--- src/rtl/brg_cgra_pkg.sv ---
// rtl/brg_cgra_pkg.sv - shared request/response types and FSM states for the CGRA link arbiter
package brg_cgra_pkg;

  localparam int AddrWidth  = 28;
  localparam int DataWidth  = 32;
  localparam int RegIdWidth = 5;

  typedef struct packed {
    logic                 store;
    logic [AddrWidth-1:0] addr;
    logic [DataWidth-1:0] data;
  } brg_cgra_req_t;

  typedef struct packed {
    logic                  load;
    logic [RegIdWidth-1:0] reg_id;
    logic [DataWidth-1:0]  data;
  } brg_cgra_resp_t;

  typedef enum logic {
    IDLE,
    LOCKED
  } brg_cgra_state_e;

endpackage

--- src/rtl/brg_cgra_req_credit_arbiter_if.sv ---
// rtl/brg_cgra_req_credit_arbiter_if.sv - request, forward-packet and return bundle of one link row
interface brg_cgra_req_credit_arbiter_if #(
  parameter int num_ports_p    = 4,
  parameter int addr_width_p   = 28,
  parameter int data_width_p   = 32,
  parameter int reg_id_width_p = 5
);

  logic [num_ports_p-1:0]              req_v;
  logic [num_ports_p-1:0]              req_store;
  logic [num_ports_p*addr_width_p-1:0] req_addr;
  logic [num_ports_p*data_width_p-1:0] req_data;
  logic [num_ports_p-1:0]              req_ready;

  logic                      pkt_v;
  logic                      pkt_store;
  logic [addr_width_p-1:0]   pkt_addr;
  logic [data_width_p-1:0]   pkt_data;
  logic [reg_id_width_p-1:0] pkt_reg_id;
  logic                      pkt_ready;

  logic                      ret_v;
  logic                      ret_load;
  logic [reg_id_width_p-1:0] ret_reg_id;
  logic [data_width_p-1:0]   ret_data;

  logic [num_ports_p-1:0]    resp_v;
  logic [data_width_p-1:0]   resp_data;

  modport master (
    output req_v, req_store, req_addr, req_data, pkt_ready,
    output ret_v, ret_load, ret_reg_id, ret_data,
    input  req_ready, pkt_v, pkt_store, pkt_addr, pkt_data, pkt_reg_id,
    input  resp_v, resp_data
  );

  modport slave (
    input  req_v, req_store, req_addr, req_data, pkt_ready,
    input  ret_v, ret_load, ret_reg_id, ret_data,
    output req_ready, pkt_v, pkt_store, pkt_addr, pkt_data, pkt_reg_id,
    output resp_v, resp_data
  );

endinterface

--- src/rtl/brg_cgra_rr_picker.sv ---
// rtl/brg_cgra_rr_picker.sv - combinational round-robin picker searching from ptr_i+1 with wrap-around
module brg_cgra_rr_picker #(
  parameter  int num_ports_p = 4,
  localparam int IdxW        = $clog2(num_ports_p)
) (
  input  logic [num_ports_p-1:0] req_i,
  input  logic [IdxW-1:0]        ptr_i,
  output logic [num_ports_p-1:0] grant_o,
  output logic [IdxW-1:0]        idx_o,
  output logic                   v_o
);

  logic [IdxW-1:0] cand;

  // Walk from farthest to nearest so the last hit is the closest port after ptr_i.
  always_comb begin
    grant_o = '0;
    idx_o   = '0;
    v_o     = 1'b0;
    cand    = '0;
    for (int i = num_ports_p; i >= 1; i--) begin
      cand = IdxW'((int'(ptr_i) + i) % num_ports_p);
      if (req_i[cand]) begin
        v_o   = 1'b1;
        idx_o = cand;
      end
    end
    if (v_o) grant_o[idx_o] = 1'b1;
  end

endmodule

--- src/rtl/brg_cgra_req_credit_arbiter.sv ---
// rtl/brg_cgra_req_credit_arbiter.sv - credit-gated round-robin merge of CGRA requests onto one link, with response steering
module brg_cgra_req_credit_arbiter
  import brg_cgra_pkg::*;
#(
  parameter  int num_ports_p       = 4,
  parameter  int addr_width_p      = 28,
  parameter  int data_width_p      = 32,
  parameter  int max_out_credits_p = 32,
  parameter  int reg_id_width_p    = 5,
  localparam int CredW             = $clog2(max_out_credits_p + 1)
) (
  input  logic                  clk_i,
  input  logic                  reset_i,
  brg_cgra_req_credit_arbiter_if.slave bus,
  output logic [CredW-1:0]      out_credits_o,
  output logic                  idle_o,
  output logic                  err_o
);

  localparam int              IdxW    = $clog2(num_ports_p);
  localparam logic [CredW-1:0] MaxCred = CredW'(max_out_credits_p);

  brg_cgra_state_e         state_q, state_d;
  brg_cgra_req_t           hold_q, hold_d;
  brg_cgra_resp_t          ret_s;
  logic [IdxW-1:0]         rr_q, rr_d, owner_q, owner_d;
  logic [CredW-1:0]        credits_q, credits_d;
  logic [num_ports_p-1:0]  resp_v_q, resp_v_d;
  logic [data_width_p-1:0] resp_data_q, resp_data_d;
  logic                    err_q, err_d;

  logic [num_ports_p-1:0]  grant;
  logic [IdxW-1:0]         pick_idx;
  logic                    pick_v, pick, ret_id_ok, ret_inc;

  brg_cgra_rr_picker #(.num_ports_p(num_ports_p)) u_picker (
    .req_i   (bus.req_v),
    .ptr_i   (rr_q),
    .grant_o (grant),
    .idx_o   (pick_idx),
    .v_o     (pick_v)
  );

  always_comb begin
    state_d     = state_q;
    hold_d      = hold_q;
    rr_d        = rr_q;
    owner_d     = owner_q;
    resp_v_d    = '0;
    resp_data_d = resp_data_q;
    ret_s       = '{load: bus.ret_load, reg_id: RegIdWidth'(bus.ret_reg_id), data: DataWidth'(bus.ret_data)};
    ret_id_ok   = int'(ret_s.reg_id) < num_ports_p;

    // The holding register frees up this cycle if idle or being drained by the CDC.
    pick = !reset_i && pick_v && (credits_q != '0) && ((state_q == IDLE) || bus.pkt_ready);

    if (state_q == LOCKED && bus.pkt_ready) state_d = IDLE;
    if (pick) begin
      state_d      = LOCKED;
      rr_d         = pick_idx;
      owner_d      = pick_idx;
      hold_d.store = bus.req_store[pick_idx];
      hold_d.addr  = AddrWidth'(bus.req_addr[int'(pick_idx)*addr_width_p +: addr_width_p]);
      hold_d.data  = DataWidth'(bus.req_data[int'(pick_idx)*data_width_p +: data_width_p]);
    end

    // A return with nothing outstanding is a protocol error and never over-fills the counter.
    ret_inc   = bus.ret_v && (credits_q != MaxCred);
    credits_d = credits_q - CredW'(pick) + CredW'(ret_inc);
    err_d     = err_q | (bus.ret_v && (!ret_id_ok || (credits_q == MaxCred)));

    if (bus.ret_v) begin
      resp_data_d = ret_s.load ? data_width_p'(ret_s.data) : '0;
      if (ret_id_ok) resp_v_d[ret_s.reg_id[IdxW-1:0]] = 1'b1;
    end
  end

  always_ff @(posedge clk_i) begin
    if (reset_i) begin
      state_q     <= IDLE;
      hold_q      <= '0;
      rr_q        <= IdxW'(num_ports_p - 1);
      owner_q     <= '0;
      credits_q   <= MaxCred;
      resp_v_q    <= '0;
      resp_data_q <= '0;
      err_q       <= 1'b0;
    end else begin
      state_q     <= state_d;
      hold_q      <= hold_d;
      rr_q        <= rr_d;
      owner_q     <= owner_d;
      credits_q   <= credits_d;
      resp_v_q    <= resp_v_d;
      resp_data_q <= resp_data_d;
      err_q       <= err_d;
    end
  end

  assign bus.req_ready  = pick ? grant : '0;
  assign bus.pkt_v      = (state_q == LOCKED);
  assign bus.pkt_store  = hold_q.store;
  assign bus.pkt_addr   = addr_width_p'(hold_q.addr);
  assign bus.pkt_data   = data_width_p'(hold_q.data);
  assign bus.pkt_reg_id = reg_id_width_p'(owner_q);
  assign bus.resp_v     = resp_v_q;
  assign bus.resp_data  = resp_data_q;
  assign out_credits_o  = credits_q;
  assign idle_o         = (credits_q == MaxCred) && (state_q == IDLE);
  assign err_o          = err_q;

endmodule

--- src/flat_wrapper.sv ---
// flat-port wrapper written by rule: the top's interface ports become plain ports
module brg_cgra_req_credit_arbiter_flat import brg_cgra_pkg::*;
#(
  parameter  int num_ports_p       = 4,
  parameter  int addr_width_p      = 28,
  parameter  int data_width_p      = 32,
  parameter  int max_out_credits_p = 32,
  parameter  int reg_id_width_p    = 5,
  localparam int CredW             = $clog2(max_out_credits_p + 1)
)
  (clk_i, reset_i, out_credits_o, idle_o, err_o, bus_req_v, bus_req_store, bus_req_addr, bus_req_data, bus_pkt_ready, bus_ret_v, bus_ret_load, bus_ret_reg_id, bus_ret_data, bus_req_ready, bus_pkt_v, bus_pkt_store, bus_pkt_addr, bus_pkt_data, bus_pkt_reg_id, bus_resp_v, bus_resp_data);
  brg_cgra_req_credit_arbiter_if #(.num_ports_p(num_ports_p), .addr_width_p(addr_width_p), .data_width_p(data_width_p), .reg_id_width_p(reg_id_width_p)) bus_i ();
  input  logic clk_i;
  input  logic reset_i;
  output logic [CredW-1:0] out_credits_o;
  output logic idle_o;
  output logic err_o;
  input wire logic [$bits(bus_i.req_v)-1:0] bus_req_v;
  input wire logic [$bits(bus_i.req_store)-1:0] bus_req_store;
  input wire logic [$bits(bus_i.req_addr)-1:0] bus_req_addr;
  input wire logic [$bits(bus_i.req_data)-1:0] bus_req_data;
  input wire logic [$bits(bus_i.pkt_ready)-1:0] bus_pkt_ready;
  input wire logic [$bits(bus_i.ret_v)-1:0] bus_ret_v;
  input wire logic [$bits(bus_i.ret_load)-1:0] bus_ret_load;
  input wire logic [$bits(bus_i.ret_reg_id)-1:0] bus_ret_reg_id;
  input wire logic [$bits(bus_i.ret_data)-1:0] bus_ret_data;
  output wire logic [$bits(bus_i.req_ready)-1:0] bus_req_ready;
  output wire logic [$bits(bus_i.pkt_v)-1:0] bus_pkt_v;
  output wire logic [$bits(bus_i.pkt_store)-1:0] bus_pkt_store;
  output wire logic [$bits(bus_i.pkt_addr)-1:0] bus_pkt_addr;
  output wire logic [$bits(bus_i.pkt_data)-1:0] bus_pkt_data;
  output wire logic [$bits(bus_i.pkt_reg_id)-1:0] bus_pkt_reg_id;
  output wire logic [$bits(bus_i.resp_v)-1:0] bus_resp_v;
  output wire logic [$bits(bus_i.resp_data)-1:0] bus_resp_data;
  assign bus_i.req_v = bus_req_v;
  assign bus_i.req_store = bus_req_store;
  assign bus_i.req_addr = bus_req_addr;
  assign bus_i.req_data = bus_req_data;
  assign bus_i.pkt_ready = bus_pkt_ready;
  assign bus_i.ret_v = bus_ret_v;
  assign bus_i.ret_load = bus_ret_load;
  assign bus_i.ret_reg_id = bus_ret_reg_id;
  assign bus_i.ret_data = bus_ret_data;
  assign bus_req_ready = bus_i.req_ready;
  assign bus_pkt_v = bus_i.pkt_v;
  assign bus_pkt_store = bus_i.pkt_store;
  assign bus_pkt_addr = bus_i.pkt_addr;
  assign bus_pkt_data = bus_i.pkt_data;
  assign bus_pkt_reg_id = bus_i.pkt_reg_id;
  assign bus_resp_v = bus_i.resp_v;
  assign bus_resp_data = bus_i.resp_data;
  brg_cgra_req_credit_arbiter #(.num_ports_p(num_ports_p), .addr_width_p(addr_width_p), .data_width_p(data_width_p), .max_out_credits_p(max_out_credits_p), .reg_id_width_p(reg_id_width_p)) u_core (.clk_i(clk_i), .reset_i(reset_i), .bus(bus_i), .out_credits_o(out_credits_o), .idle_o(idle_o), .err_o(err_o));
endmodule
--- config.mk ---
export PLATFORM = sky130hd
export DESIGN_NAME = brg_cgra_req_credit_arbiter_flat
export DESIGN_NICKNAME = d
export VERILOG_FILES = /design/src/rtl/brg_cgra_pkg.sv /design/src/rtl/brg_cgra_req_credit_arbiter_if.sv /design/src/rtl/brg_cgra_rr_picker.sv /design/src/rtl/brg_cgra_req_credit_arbiter.sv /design/src/flat_wrapper.sv
export SDC_FILE = /design/constraint.sdc
export NUM_CORES = 1
export LEC_CHECK = 0
export CAP_MARGIN = 20
export CORE_AREA = 5 5 156 158
export CTS_BUF_LIST = sky130_fd_sc_hd__clkbuf_4 sky130_fd_sc_hd__clkbuf_8
export DETAILED_ROUTE_END_ITERATION = 16
export DIE_AREA = 0 0 161 163
export SLEW_MARGIN = 15
export SYNTH_ARGS = -nofsm -noshare
export SYNTH_HDL_FRONTEND = slang
export SYNTH_HIERARCHICAL = 1
export SYNTH_SLANG_ARGS = --single-unit
--- constraint.sdc ---
create_clock -name clk_i -period 4.33 [get_ports clk_i]
set_clock_uncertainty 0.1 [all_clocks]
set_input_delay 0.866 -clock clk_i [delete_from_list [all_inputs] [get_ports clk_i]]
set_output_delay 0.866 -clock clk_i [all_outputs]
set_load 0.005 [all_outputs]
==> impl_results.md <==
* Pin count of the biggest net entering global routing at 66
* Port Buf Inserts at 401
* CP Depth at 8
* Worst-case reg-to-reg path depth at 13
* Max Fclk at 0.253 GHz
* Register area share after synthesis at a little under two fifths
* DIE HEIGHT at around 160 um
* Tcrit/Tclk final at 91.3%
* Synth Cell Area at 0.00583 mm^2
* Residual DRC at 0
* Logic gate share of total power at ~45%
* Initial Util at approximately a quarter
* Clk sinks at 109
* Crit-path leading delay family: buffers and inverters
* Data required, critical path at 3.36 ns
* Number of max-cap violations at 0
* Layout cell share with drive strength beyond 1 at 12.0%
* Final ANT Viol Nets at 0
* Row cnt at 56
* H-tree depth at 3
* Most used cell, CP: clkdlybuf4s50_1
* Status: finished, final reports clean
* Number of vias per cell at 4.60
* I/O pin cnt at 405
* Internal at 0.00228 W
* Sequential share of power at 36.1%
* Layout net count at between 1000 and 1500
* Yosys top cell by area: dfxtp_1
* GR Overflow Total at 0
* Leakage at 3.69 nW
* Worst Path Arrival at approximately 3.0 ns
* Number of enable flip-flop cells after synthesis at 0
* CP Capture Point: bus_req_ready[2]
* Antenna violations before repair at 2
* Synth warnings at 6
* Crit path buf inv count at 3
* Reg clk slew, reported paths at 0.10 ns
* Psw at 0.00111 W
* Area Overhead vs Synth at 76.5%
* GRT Util Overall at 16.3%
* Flop and latch count out of synthesis at 109
* Die area at 0.0262 mm^2
* Min Clock Period, post-route at just under 4 ns
* Setup crit start kind: primary input
* CP max stage delay at around 0.55 ns
* Final TNS setup at 0 ns
* Post-synth cell types at 44
* Worst VDD drop at 0.140 mV
* Chip width at 161 um
* Critical path fanouts, max at 9
* Critical path class: primary input to primary output
* First-pass GRT wire length at 33500 um
* CORE AREA at 0.0230 mm^2
* Unrepaired setup endpoints after global routing: false
* Worst-margin pin slew at 0.757 ns
* Ys async rst share at 0%
* CTS buffer count at 9
* Worst setup startpoint: bus_req_v[2]
* Initial detailed-routing violation count at 279
* Mean Syn Cell Area at about 9.5 um^2
* Fin. max-slew vios at 0
* WHS at between 0.3 and 0.4 ns
* Critical-path top delay cell: clkdlybuf4s50_1
* Worst reg-to-reg setup slack at about 1.5 ns
* CTS tree: yes
* Root Buffer: clkbuf_8
* Post-Route WL at 22700 um
* Crit end category: primary output
* Final Setup Violations at 0
* Max_slew headroom at between 40% and 50%
* Clk pwr share at roughly a fifth
* # Post-CTS Setup Buffers at 0
* Worst-skew pair later-pin latency at about 0.38 ns
* Hold/Removal Path Class: flop to flop
* Cells after Synth at 611
* Drt first pass iters at 5
* Hold Fails Final Rpt at 0
* Top FF cell, synth: dfxtp_1
* Via count at about 6000
* Cts hold-fix bufs at 0
* Dpl hpwl at 18000 um
* Sw Ratio at 32.7%
* CP cell instances: clkdlybuf4s50_1 > nor2_1 > nand2_1 > nand2b_4 > a311o_2 > clkinv_2 > and2_1 > clkdlybuf4s50_1
* Routed length per instance at around 18 um
* Pwr/cell area at between 300 and 400 mW/mm^2
* Synth top area share at 37.4%
* Number of global-route vias before repair at 5874
* Post-CTS sizing at 0
* RR Startpoint: u_core/out_credits_o[2]
* Clock buffer depth at 2
* R2R Path End: u_core/out_credits_o[4]
* Area contributors post-synth: dfxtp_1 (37%), mux4_2 (24%), a21oi_1 (7.9%)
* Routability cong. at 0.802
layout make-up:
class	count	area [um^2]
well taps	290	363
diodes	1	2.50
fillers	2266	12700
multi-input cells	434	3350
repair buffers	415	4140
inverters	16	61.3
flip-flops and latches	109	2180
clock inverters	5	43.8
clock buffers	11	151
cells by family (layout without fill, tap and decap cells):
group           count (synthesis)  count (layout)  share of synthesized area, %
simple gates                  236             236                          18.4
compound gates                122             122                          12.2
flops                         109             109                          37.4
buf+inv                        70             447                          5.75
mux                            61              61                          23.6
fa+ha+maj                      10              10                          2.27
xor+xnor                        2               2                         0.300
other cells                     1               4                        0.0643
power groups by stage:
stage | clock, W | combinational (W) | sequential [W]
2_1_floorplan | 0 | 0.000827 | 0.00124
3_3_place_gp | 0 | 0.00156 | 0.00124
3_5_place_dp | 0 | 0.00156 | 0.00125
4_1_cts | 0.000664 | 0.00157 | 0.00123
5_1_grt | 0.000701 | 0.00168 | 0.00125
6_report | 0.000630 | 0.00154 | 0.00123
worst reg2reg max path, cell delays in order, from the launching register on:
cell	delay, ns
dfxtp_1	0.39
inv_1	0.08
ha_1	0.25
a311o_2	0.35
clkinv_2	0.14
ha_1	0.25
inv_1	0.05
ha_1	0.15
inv_1	0.05
fa_1	0.40
nand2b_1	0.16
a21oi_1	0.17
o21ai_0	0.10
o31ai_1	0.06
flip-flops by register name, indices dropped and copies added, names as in the netlist:
| register | cells |
|---|---|
| u_core/bus.resp_data | 32 |
| u_core/bus.pkt_v | 1 |
| u_core/owner_q | 2 |
| u_core/bus.pkt_addr | 28 |
| u_core/err_o | 1 |
| u_core/bus.pkt_store | 1 |
| u_core/out_credits_o | 6 |
| u_core/rr_q | 2 |
| u_core/bus.resp_v | 4 |
| u_core/bus.pkt_data | 32 |
stage by stage:
stage | power (W) | cell area, um^2 | setup WS [ns] | std cells | utilization [%]
final | 0.00339 | 10300 | 0.377 | 1281 | 44.8
after global placement | 0.00280 | 10100 | 0.370 | 1264 | 43.9
after CTS | 0.00346 | 10300 | 0.346 | 1280 | 44.8
after floorplan | 0.00207 | 5840 | 0.937 | 613 | -
after global routing | 0.00363 | 10300 | 0.221 | 1281 | 44.8
after detailed placement | 0.00281 | 10100 | 0.362 | 1264 | 43.9
cells in the final DEF, fill, tap and decap left out, types with 2 or more instances in the layout:
| cell type | synthesis | routed |
|---|---|---|
| clkdlybuf4s50_1 | 0 | 400 |
| nand2_1 | 122 | 122 |
| dfxtp_1 | 109 | 109 |
| a21oi_1 | 92 | 92 |
| mux4_2 | 61 | 61 |
| nor2_1 | 44 | 44 |
| nor2b_1 | 36 | 36 |
| inv_1 | 15 | 15 |
| buf_4 | 4 | 13 |
| clkbuf_8 | 0 | 11 |
| nand2_2 | 10 | 10 |
| a21oi_2 | 10 | 10 |
| ha_1 | 9 | 9 |
| and2_1 | 6 | 6 |
| nor3_1 | 6 | 6 |
| nand2b_1 | 4 | 4 |
| a21o_1 | 3 | 3 |
| conb_1 | 1 | 3 |
| clkinv_4 | 0 | 2 |
| clkinvlp_4 | 0 | 2 |
| nand2b_4 | 2 | 2 |
| nand3_1 | 2 | 2 |
| nand3b_1 | 2 | 2 |
| buf_12 | 0 | 2 |
| o21a_1 | 2 | 2 |
worst min-delay path by stage:
stage	startpoint	endpoint	slack, ns	cells after the start
after floorplan	u_core/bus.pkt_addr[0]	u_core/bus.pkt_addr[0]	0.35	2
after global placement	u_core/bus.pkt_addr[16]	u_core/bus.pkt_addr[16]	0.34	2
after detailed placement	u_core/bus.pkt_data[25]	u_core/bus.pkt_data[25]	0.35	2
after CTS	u_core/bus.pkt_data[18]	u_core/bus.pkt_data[18]	0.36	2
after global routing	u_core/bus.pkt_data[18]	u_core/bus.pkt_data[18]	0.38	2
final	u_core/bus.pkt_data[13]	u_core/bus.pkt_data[13]	0.36	2
metal layers:
metal	GRT usage (%)	part of all wire (%)	vias up
met5	0	0.057	-
met4	4.81	1.6	2
met3	5.32	8.8	25
met2	28.0	49	257
met1	19.7	41	2745
li1	-	-	2869
cells in the mapped netlist, types with 2 or more instances:
master and count:
a21o_1 3, buf_4 4, nand3_1 2, o21a_1 2
nor2_1 44, buf_2 15, nand2b_1 4, ha_1 9
nand2b_4 2, nand3b_1 2, nand2_2 10, buf_6 5
mux4_2 61, inv_1 15, nor3_1 6, a21oi_1 92
a21oi_2 10, and2_1 6, nand2_1 122, clkbuf_1 30
nor2b_1 36, dfxtp_1 109
Power figures use the tool's default switching activity.
